**src/rtl/tex_agent_pkg.sv**
```systemverilog
// tex_agent_pkg: shared metadata type, defaults and free-tag encoder for tex_agent
`ifndef NUM_THREADS
`define NUM_THREADS 4
`endif
`ifndef NW_BITS
`define NW_BITS 2
`endif
`ifndef NR_BITS
`define NR_BITS 5
`endif
`ifndef UUID_BITS
`define UUID_BITS 44
`endif
`ifndef NTEX_BITS
`define NTEX_BITS 1
`endif
`ifndef PERF_CTR_BITS
`define PERF_CTR_BITS 44
`endif

package tex_agent_pkg;
    localparam int MAX_PENDING_DEF = 4;

    typedef struct packed {
        logic [`NW_BITS-1:0]   wid;
        logic [31:0]           pc;
        logic [`NR_BITS-1:0]   rd;
        logic                  wb;
        logic [`UUID_BITS-1:0] uuid;
    } tex_meta_t;

    function automatic logic [3:0] lowest_free(input logic [15:0] mask);
        lowest_free = '0;
        for (int i = 15; i >= 0; i--)
            if (mask[i]) lowest_free = 4'(i);
    endfunction
endpackage

```
**src/rtl/tex_agent_tag_table.sv**
```systemverilog
// tex_agent_tag_table: free mask and per-tag writeback metadata for outstanding TEX requests
module tex_agent_tag_table
    import tex_agent_pkg::*;
#(
    parameter int MAX_PENDING = MAX_PENDING_DEF,
    parameter int TAG_W       = $clog2(MAX_PENDING)
) (
    input  logic                   clk,
    input  logic                   reset,
    input  logic                   alloc_en,
    input  tex_meta_t              alloc_data,
    output logic [TAG_W-1:0]       alloc_tag,
    output logic                   alloc_full,
    input  logic [TAG_W-1:0]       lookup_tag,
    output tex_meta_t              lookup_data,
    input  logic                   release_en,
    input  logic [TAG_W-1:0]       release_tag,
    output logic [MAX_PENDING-1:0] free
);
    tex_meta_t meta [MAX_PENDING];

    assign alloc_tag   = TAG_W'(lowest_free(16'(free)));
    assign alloc_full  = free == '0;
    assign lookup_data = meta[lookup_tag];

    always_ff @(posedge clk) begin
        if (reset) begin
            free <= '1;
        end else begin
            if (alloc_en) free[alloc_tag] <= 1'b0;
            if (release_en) free[release_tag] <= 1'b1;
        end
    end

    always_ff @(posedge clk)
        if (alloc_en) meta[alloc_tag] <= alloc_data;
endmodule

```
**src/rtl/tex_agent.sv**
```systemverilog
// tex_agent: tagged TEX request issue, out-of-order response matching and commit; TEX_AGENT_PERF_EN adds perf counters
module tex_agent
    import tex_agent_pkg::*;
#(
    parameter int CORE_ID     = 0,
    parameter int NUM_REQS    = `NUM_THREADS,
    parameter int MAX_PENDING = MAX_PENDING_DEF,
    parameter int TAG_W       = $clog2(MAX_PENDING)
) (
    input  logic                    clk,
    input  logic                    reset,
`ifdef TEX_AGENT_PERF_EN
    output logic [`PERF_CTR_BITS-1:0] perf_stalls,
    output logic [TAG_W:0]          perf_pending,
`endif
    input  logic                    exe_valid,
    output logic                    exe_ready,
    input  logic [NUM_REQS-1:0]     exe_tmask,
    input  logic [`NW_BITS-1:0]     exe_wid,
    input  logic [31:0]             exe_PC,
    input  logic [`NR_BITS-1:0]     exe_rd,
    input  logic                    exe_wb,
    input  logic [`UUID_BITS-1:0]   exe_uuid,
    input  logic [`NTEX_BITS-1:0]   exe_unit,
    input  logic [2*NUM_REQS*32-1:0] exe_coords,
    input  logic [NUM_REQS*32-1:0]  exe_lod,
    output logic                    tex_req_valid,
    input  logic                    tex_req_ready,
    output logic [NUM_REQS-1:0]     tex_req_tmask,
    output logic [`NTEX_BITS-1:0]   tex_req_unit,
    output logic [2*NUM_REQS*32-1:0] tex_req_coords,
    output logic [NUM_REQS*32-1:0]  tex_req_lod,
    output logic [`UUID_BITS-1:0]   tex_req_uuid,
    output logic [TAG_W-1:0]        tex_req_tag,
    input  logic                    tex_rsp_valid,
    output logic                    tex_rsp_ready,
    input  logic [TAG_W-1:0]        tex_rsp_tag,
    input  logic [NUM_REQS-1:0]     tex_rsp_tmask,
    input  logic [NUM_REQS*32-1:0]  tex_rsp_data,
    output logic                    commit_valid,
    input  logic                    commit_ready,
    output logic [`NW_BITS-1:0]     commit_wid,
    output logic [31:0]             commit_PC,
    output logic [`NR_BITS-1:0]     commit_rd,
    output logic                    commit_wb,
    output logic [`UUID_BITS-1:0]   commit_uuid,
    output logic [NUM_REQS-1:0]     commit_tmask,
    output logic [NUM_REQS*32-1:0]  commit_data,
    output logic                    commit_eop
);
    logic                   exe_fire, rsp_fire, commit_fire, alloc_full;
    logic [TAG_W-1:0]       alloc_tag, commit_tag;
    logic [MAX_PENDING-1:0] free;
    tex_meta_t              rsp_meta;

    // tags are released on commit, so a full table stays full for the cycle a commit fires
    assign exe_ready     = !reset && !alloc_full && (!tex_req_valid || tex_req_ready);
    assign exe_fire      = exe_valid && exe_ready;
    assign tex_rsp_ready = !commit_valid || commit_ready;
    assign rsp_fire      = tex_rsp_valid && tex_rsp_ready;
    assign commit_fire   = commit_valid && commit_ready;
    assign commit_eop    = 1'b1;

    tex_agent_tag_table #(.MAX_PENDING(MAX_PENDING), .TAG_W(TAG_W)) tag_table (
        .clk        (clk),
        .reset      (reset),
        .alloc_en   (exe_fire),
        .alloc_data ('{wid: exe_wid, pc: exe_PC, rd: exe_rd, wb: exe_wb, uuid: exe_uuid}),
        .alloc_tag  (alloc_tag),
        .alloc_full (alloc_full),
        .lookup_tag (tex_rsp_tag),
        .lookup_data(rsp_meta),
        .release_en (commit_fire),
        .release_tag(commit_tag),
        .free       (free)
    );

    always_ff @(posedge clk) begin
        if (reset) begin
            tex_req_valid  <= 1'b0;
            tex_req_tmask  <= '0;
            tex_req_unit   <= '0;
            tex_req_coords <= '0;
            tex_req_lod    <= '0;
            tex_req_uuid   <= '0;
            tex_req_tag    <= '0;
        end else if (exe_fire) begin
            tex_req_valid  <= 1'b1;
            tex_req_tmask  <= exe_tmask;
            tex_req_unit   <= exe_unit;
            tex_req_coords <= exe_coords;
            tex_req_lod    <= exe_lod;
            tex_req_uuid   <= exe_uuid;
            tex_req_tag    <= alloc_tag;
        end else if (tex_req_ready) begin
            tex_req_valid  <= 1'b0;
        end
    end

    always_ff @(posedge clk) begin
        if (reset) begin
            commit_valid <= 1'b0;
            commit_wid   <= '0;
            commit_PC    <= '0;
            commit_rd    <= '0;
            commit_wb    <= 1'b0;
            commit_uuid  <= '0;
            commit_tmask <= '0;
            commit_data  <= '0;
            commit_tag   <= '0;
        end else if (rsp_fire) begin
            commit_valid <= 1'b1;
            commit_wid   <= rsp_meta.wid;
            commit_PC    <= rsp_meta.pc;
            commit_rd    <= rsp_meta.rd;
            commit_wb    <= rsp_meta.wb;
            commit_uuid  <= rsp_meta.uuid;
            commit_tmask <= tex_rsp_tmask;
            commit_data  <= tex_rsp_data;
            commit_tag   <= tex_rsp_tag;
        end else if (commit_ready) begin
            commit_valid <= 1'b0;
        end
    end

    always_ff @(posedge clk) begin
        if (!reset) begin
            assert (!(rsp_fire && free[tex_rsp_tag]))
                else $error("tex_agent%0d: response on unallocated tag %0d", CORE_ID, tex_rsp_tag);
            assert (!(exe_fire && exe_tmask == '0))
                else $error("tex_agent%0d: TEX issued with empty thread mask", CORE_ID);
        end
    end

`ifdef TEX_AGENT_PERF_EN
    localparam int PW = TAG_W + 1;

    always_ff @(posedge clk) begin
        if (reset) perf_stalls <= '0;
        else if (exe_valid && !exe_ready) perf_stalls <= perf_stalls + 1'b1;
    end

    assign perf_pending = PW'($countones(~free));
`endif
endmodule
```
**config.mk**
```make
export PLATFORM = sky130hd
export DESIGN_NAME = tex_agent
export DESIGN_NICKNAME = d
export VERILOG_FILES = /design/src/rtl/tex_agent_pkg.sv /design/src/rtl/tex_agent_tag_table.sv /design/src/rtl/tex_agent.sv
export SDC_FILE = /design/constraint.sdc
export NUM_CORES = 2
export LEC_CHECK = 0
export BUFFER_PORTS_ARGS = -buffer_cell sky130_fd_sc_hd__buf_4
export CAP_MARGIN = 0
export CORE_AREA = 2 2 489 491
export CTS_CLUSTER_DIAMETER = 60
export DETAILED_ROUTE_END_ITERATION = 8
export DIE_AREA = 0 0 491 493
export GPL_ROUTABILITY_DRIVEN = 0
export HOLD_SLACK_MARGIN = 0.03
export SYNTH_ARGS = -nofsm -noshare
export SYNTH_HDL_FRONTEND = slang
export SYNTH_SLANG_ARGS = --single-unit
export TNS_END_PERCENT = 5
```
**constraint.sdc**
```tcl
create_clock -name clk -period 9.1 [get_ports clk]
set_clock_uncertainty 0.15 [all_clocks]
set_input_delay 1.82 -clock clk [delete_from_list [all_inputs] [get_ports clk]]
set_output_delay 1.82 -clock clk [all_outputs]
set_load 0.05 [all_outputs]
```
* After elaboration in Yosys (flattened, before gate mapping)
Memory sizes are Yosys's and may differ from the RTL's. A register that Yosys moved wholly into a read port is not among the register bits.
Index checks and enable logic that the tools add are counted.
** Cells by class
- Order comparisons :: 4
- Multiplexer cells :: 17
- Bitwise logic cells :: 3
- Reductions and logical operators :: 16
** Operator list (number)
- $mux 4 :: 3
- $mux 1 :: 8
- $mux 2 :: 4
- $logic_and 1x1->1 :: 7
- $lt 2x3->1 const B :: 2
- $and 4x4->4 :: 1
- $demux 1 s2 :: 2
- $ge 2x1->1 const B :: 2
- $logic_not 1->1 :: 4
- $logic_not 4->1 :: 1
- $not 4->4 :: 1
- $or 4x4->4 :: 1
- $reduce_bool 2->1 :: 2
- $logic_or 1x1->1 :: 2
** Storage, ports and cells
- Bits in registers :: 575
- Memory bits (writable) :: 336
- Bits of input ports :: 613
- Output and inout bits :: 656
- Word-level logic and storage cells :: 53
- Memories :: 1
** Memories
- tag_table.meta :: depth 4, bits a word 84, rd ports 1, clocked after memory_dff 1, write ports 1, RTL line tex_agent_tag_table.sv:20 : tex_meta_t meta [MAX_PENDING];

* Depth between registers and ports, before layout
- Word-level depth :: 14
- Gate-level depth with buffers :: 7
- Gate-level depth less buffers :: 4

* Hierarchy
Synthesis repeated with hierarchy kept, for this count alone.
** Unflattened totals
- Cells, all modules :: 3458
- Area total of the unflattened synthesis :: 39833.2 µm²
** Modules (own cells, without submodules)
- tex_agent :: times used 1, cells an instance 2991, area each 27495.1 µm², sequential area each 13112.6 µm²
- tex_agent_tag_table :: times used 1, cells an instance 467, area each 12338.1 µm², sequential area each 10169.8 µm²

* Worst setup path after synthesis
No wires, ideal clock.
- Path kind :: input-to-reg
- Start point :: in reset
- End point :: mem tag_table.meta[3][0] (netlist name) (enable)
- Library setup time :: 647 ps
- Data arrival time :: 8618 ps
- Required time :: 8303 ps
- Slack :: -315 ps
- Cell stages on the path :: 5
- Buffers on the path :: 2
- Cell sequence :: buf_2 > clkinv_1 > buf_2 > nand4_1 > nor3b_1
** On the way
- Word-level cells in the longest chain between the ends :: 6
** Ends and longest elaborated chain
- start, declared :: RTL line tex_agent.sv:11 : input logic reset,
- $logic_not 1->1
- $logic_and 1x1->1 (2 in series) :: RTL line tex_agent.sv:57 : assign exe_ready = !reset && !alloc_full && (!tex_req_valid || tex_req_ready);
- $logic_and 1x1->1 :: RTL line tex_agent.sv:58 : assign exe_fire = exe_valid && exe_ready;
- $mux 1 :: RTL line tex_agent_tag_table.sv:36 : if (alloc_en) meta[alloc_tag] <= alloc_data;
- $mux 1 (not written as such) :: RTL line tex_agent_tag_table.sv:36
- end, declared :: RTL line tex_agent_tag_table.sv:20
Every way passes these cells.

* Worst setup path after layout
- Start point :: in reset
- End point :: out exe_ready
** On the way
- Word-level cells in the longest chain between the ends :: 3
** Ends and longest elaborated chain
- $logic_not 1->1
- $logic_and 1x1->1 (2 in series) :: RTL line tex_agent.sv:57
- end, declared :: RTL line tex_agent.sv:17 : output logic exe_ready,
Every way passes these cells.

==> out/metrics.cfg <==
[global_route]
use_met2=0.2566
grt_pass1_vias=33265
grt_pass1_wl_um=298000
grt_max_degree=219
antenna_found_initial=107
grt-ovfl-total=0
top_usage_layer=met2
grt_util_met1=0.2157
grt_util_met3=0.1008
gr-usage-all-layers=0.1793

[sta]
fmax_mhz=199.1
hold_viol_final=0
hold_ws_ns=0.2960
drv_slew=0
final.min_clock_period_ns=5.022
layout_setup_ws_ns=4.078
rsz0062_at_grt=no
setup_viol=0
tns_ns=0
finalCritPeriodShare=0.5518
worst_pin_slew_ns=1.204
slew_headroom=0.1974

[floorplanning]
dieArea_um2=242100
die_h_um=493
start_util=0.1620
coreArea_um2=237000
row_count=179
io_pins=1269
die_w_um=491

[synthesis]
synth_cell_types=35
syn_area_um2=38390
syn_avg_cell_area_um2=11.11
synth-edff-count=336
synth.area.top_cells=dfxtp_1 (34%), edfxtp_1 (26%), o311ai_0 (9.2%)
synthesis.nets=4069
synth.most_common_cell=dfxtp_1
seq_area_frac_synth=0.6065
ys_async_sr_fraction=0
yosys.area.top_type=dfxtp_1
yosysWarningCount=0
syn_inst=3456
post-synth-top-area-fraction=0.3437
synth-seq-cells=995
synth_commonest_cells=dfxtp_1 (659), inv_1 (439), o311ai_0 (402)
yosys_most_used_dff=dfxtp_1

[finish]
area_growth_pct=43.28
layout.nets=5125
final_cell_count_no_fill=7835
drive_gt1_frac=0.3503

[pwr]
p_clk_frac=0.446
power_frac_comb=0.155
power_uw=12320
seqPwrFrac=0.399
power_leakage_uw=0.02206
irDropWorstVdd_mv=0.1512
p_per_area_nw_per_um2=224.0
switching_share=0.3055
intPower_uw=8554
switching_power_uw=3764

[clock_network]
insertion_delay_ns=0.80
ctsRootBufferMaster=clkbuf_16
h-tree-depth=4
clockBufferDepth=3
cts_setup_buffers=0
path_clk_slew_ns=0.05
cts_resized=0
cts_tree=built
postCtsHoldBufs=0
cts_made_buffers=134
cts.sinks=995

[critical_path]
regToRegSetupSlack_ns=5.25
cp-end-kind=output port
critPathLaunchType=input pin
crit_required_ns=7.13
cp_slowest_cell=nor3_1
timing.critical_path.cells=buf_8, nor3_1, buf_4
crit_path_max_fanout=86
arrival_ns=3.05
worst_path_largest_cell_delay_ns=0.61
critPathKind=input pin to output port

[drt]
initialDrtViolationCount=2880
wirelength_um=228100
final_antenna_net_count=0
vias_per_cell=4.352
drt-wirelength-per-cell_um=29.11
drc=0
first_pass_iters=6
num_vias=34096

[place]
port_buffers=1267
dp_hpwl_um=175100
dpl.cell_count=7543
dp_slack_ns=3.523

[job]
max-cap-violations=0

[worst_hold_path]
min_path_type=register to register

[status]
outcome=finished clean

-- cell usage in the layout (no fill, tap or decap), types with 11 or more instances in the layout --
cell type  netlist  layout
buf_4            9    1296
dfxtp_1        659     659
inv_1          439     437
o311ai_0       402     402
edfxtp_1       336     336
o21ai_1        329     329
o21ai_0        318     318
a21oi_1        223     223
nand3_1        220     220
clkbuf_16        0     136
mux4_2          84      84
diode_2          0      46
o311ai_1        32      32
clkbuf_1       253      28
inv_6            0      15
clkinv_2         0      13
clkbuf_8         0      11
-- cells by family (layout without fill, tap and decap cells) --
family | Yosys count | in the layout | share of synthesized area
AOI/OAI and AO/OA | 1316 | 1316 | 0.2151
buffers and inverters | 824 | 1990 | 0.09736
DFF | 995 | 995 | 0.6065
muxes | 84 | 84 | 0.04928
other | 1 | 47 | 0.00009769
and+or+nand+nor | 236 | 236 | 0.03162
-- registers in the layout (all words and copies together), names as in the netlist --
register	cells
tex_req_uuid	44
commit_wid	2
commit_wb	1
tex_req_coords	256
tag_table.meta	336
tex_req_tmask	4
tex_req_valid	1
commit_tmask	4
commit_data	128
commit_uuid	44
tag_table.free	4
tex_req_lod	128
commit_tag	2
tex_req_unit	1
commit_PC	32
commit_valid	1
tex_req_tag	2
commit_rd	5
-- layout make-up --
type                       count  area, um2
sequential                   995      23280
clock buffer                 175       3660
clock inverter                71       1021
multi-input combinational   1637      11420
fill                       25600     182000
antenna                       46      115.1
inverter                     441       1685
tap                         3167       3963
timing repair buffer        1303       9851
-- worst paths after layout --
path,from,to,depth (start not counted)
setup / recovery,reset,exe_ready,3
hold / removal,tex_req_tag[1],tex_req_tag[1],2
setup reg to reg,tag_table.free[2],tex_req_coords[83],6
hold reg to reg,tex_req_tag[1],tex_req_tag[1],2
-- worst max-delay path, delay by kind of cell --
kind / cells / cell delay [ns]
simple gates: 1 / 0.61
buf+inv: 2 / 0.55
-- per-stage QoR --
stage / instance area, um2 / utilization
finish: 55000 / 0.2321
global route: 54970 / 0.2320
CTS: 54880 / 0.2316
detailed placement: 50200 / 0.2119
global placement: 50200 / 0.2119
floorplan: 38390 / -
-- metal layers --
layer  vias up  share of wire
li1      15006              -
met1     16960           0.40
met2      1743           0.42
met3       363           0.13
met4        24          0.040
met5         -        0.00072
-- power by group through the flow --
stage                     logic, uW  registers (uW)  clock network, uW
after floorplan                 426            5600                  0
after global placement         1920            5000                  0
after detailed placement       1930            5000                  0
after CTS                      1930            4910               5620
after global routing           2010            4930               5800
final                          1910            4920               5490
No activity file was read; power rests on OpenSTA's default activity.
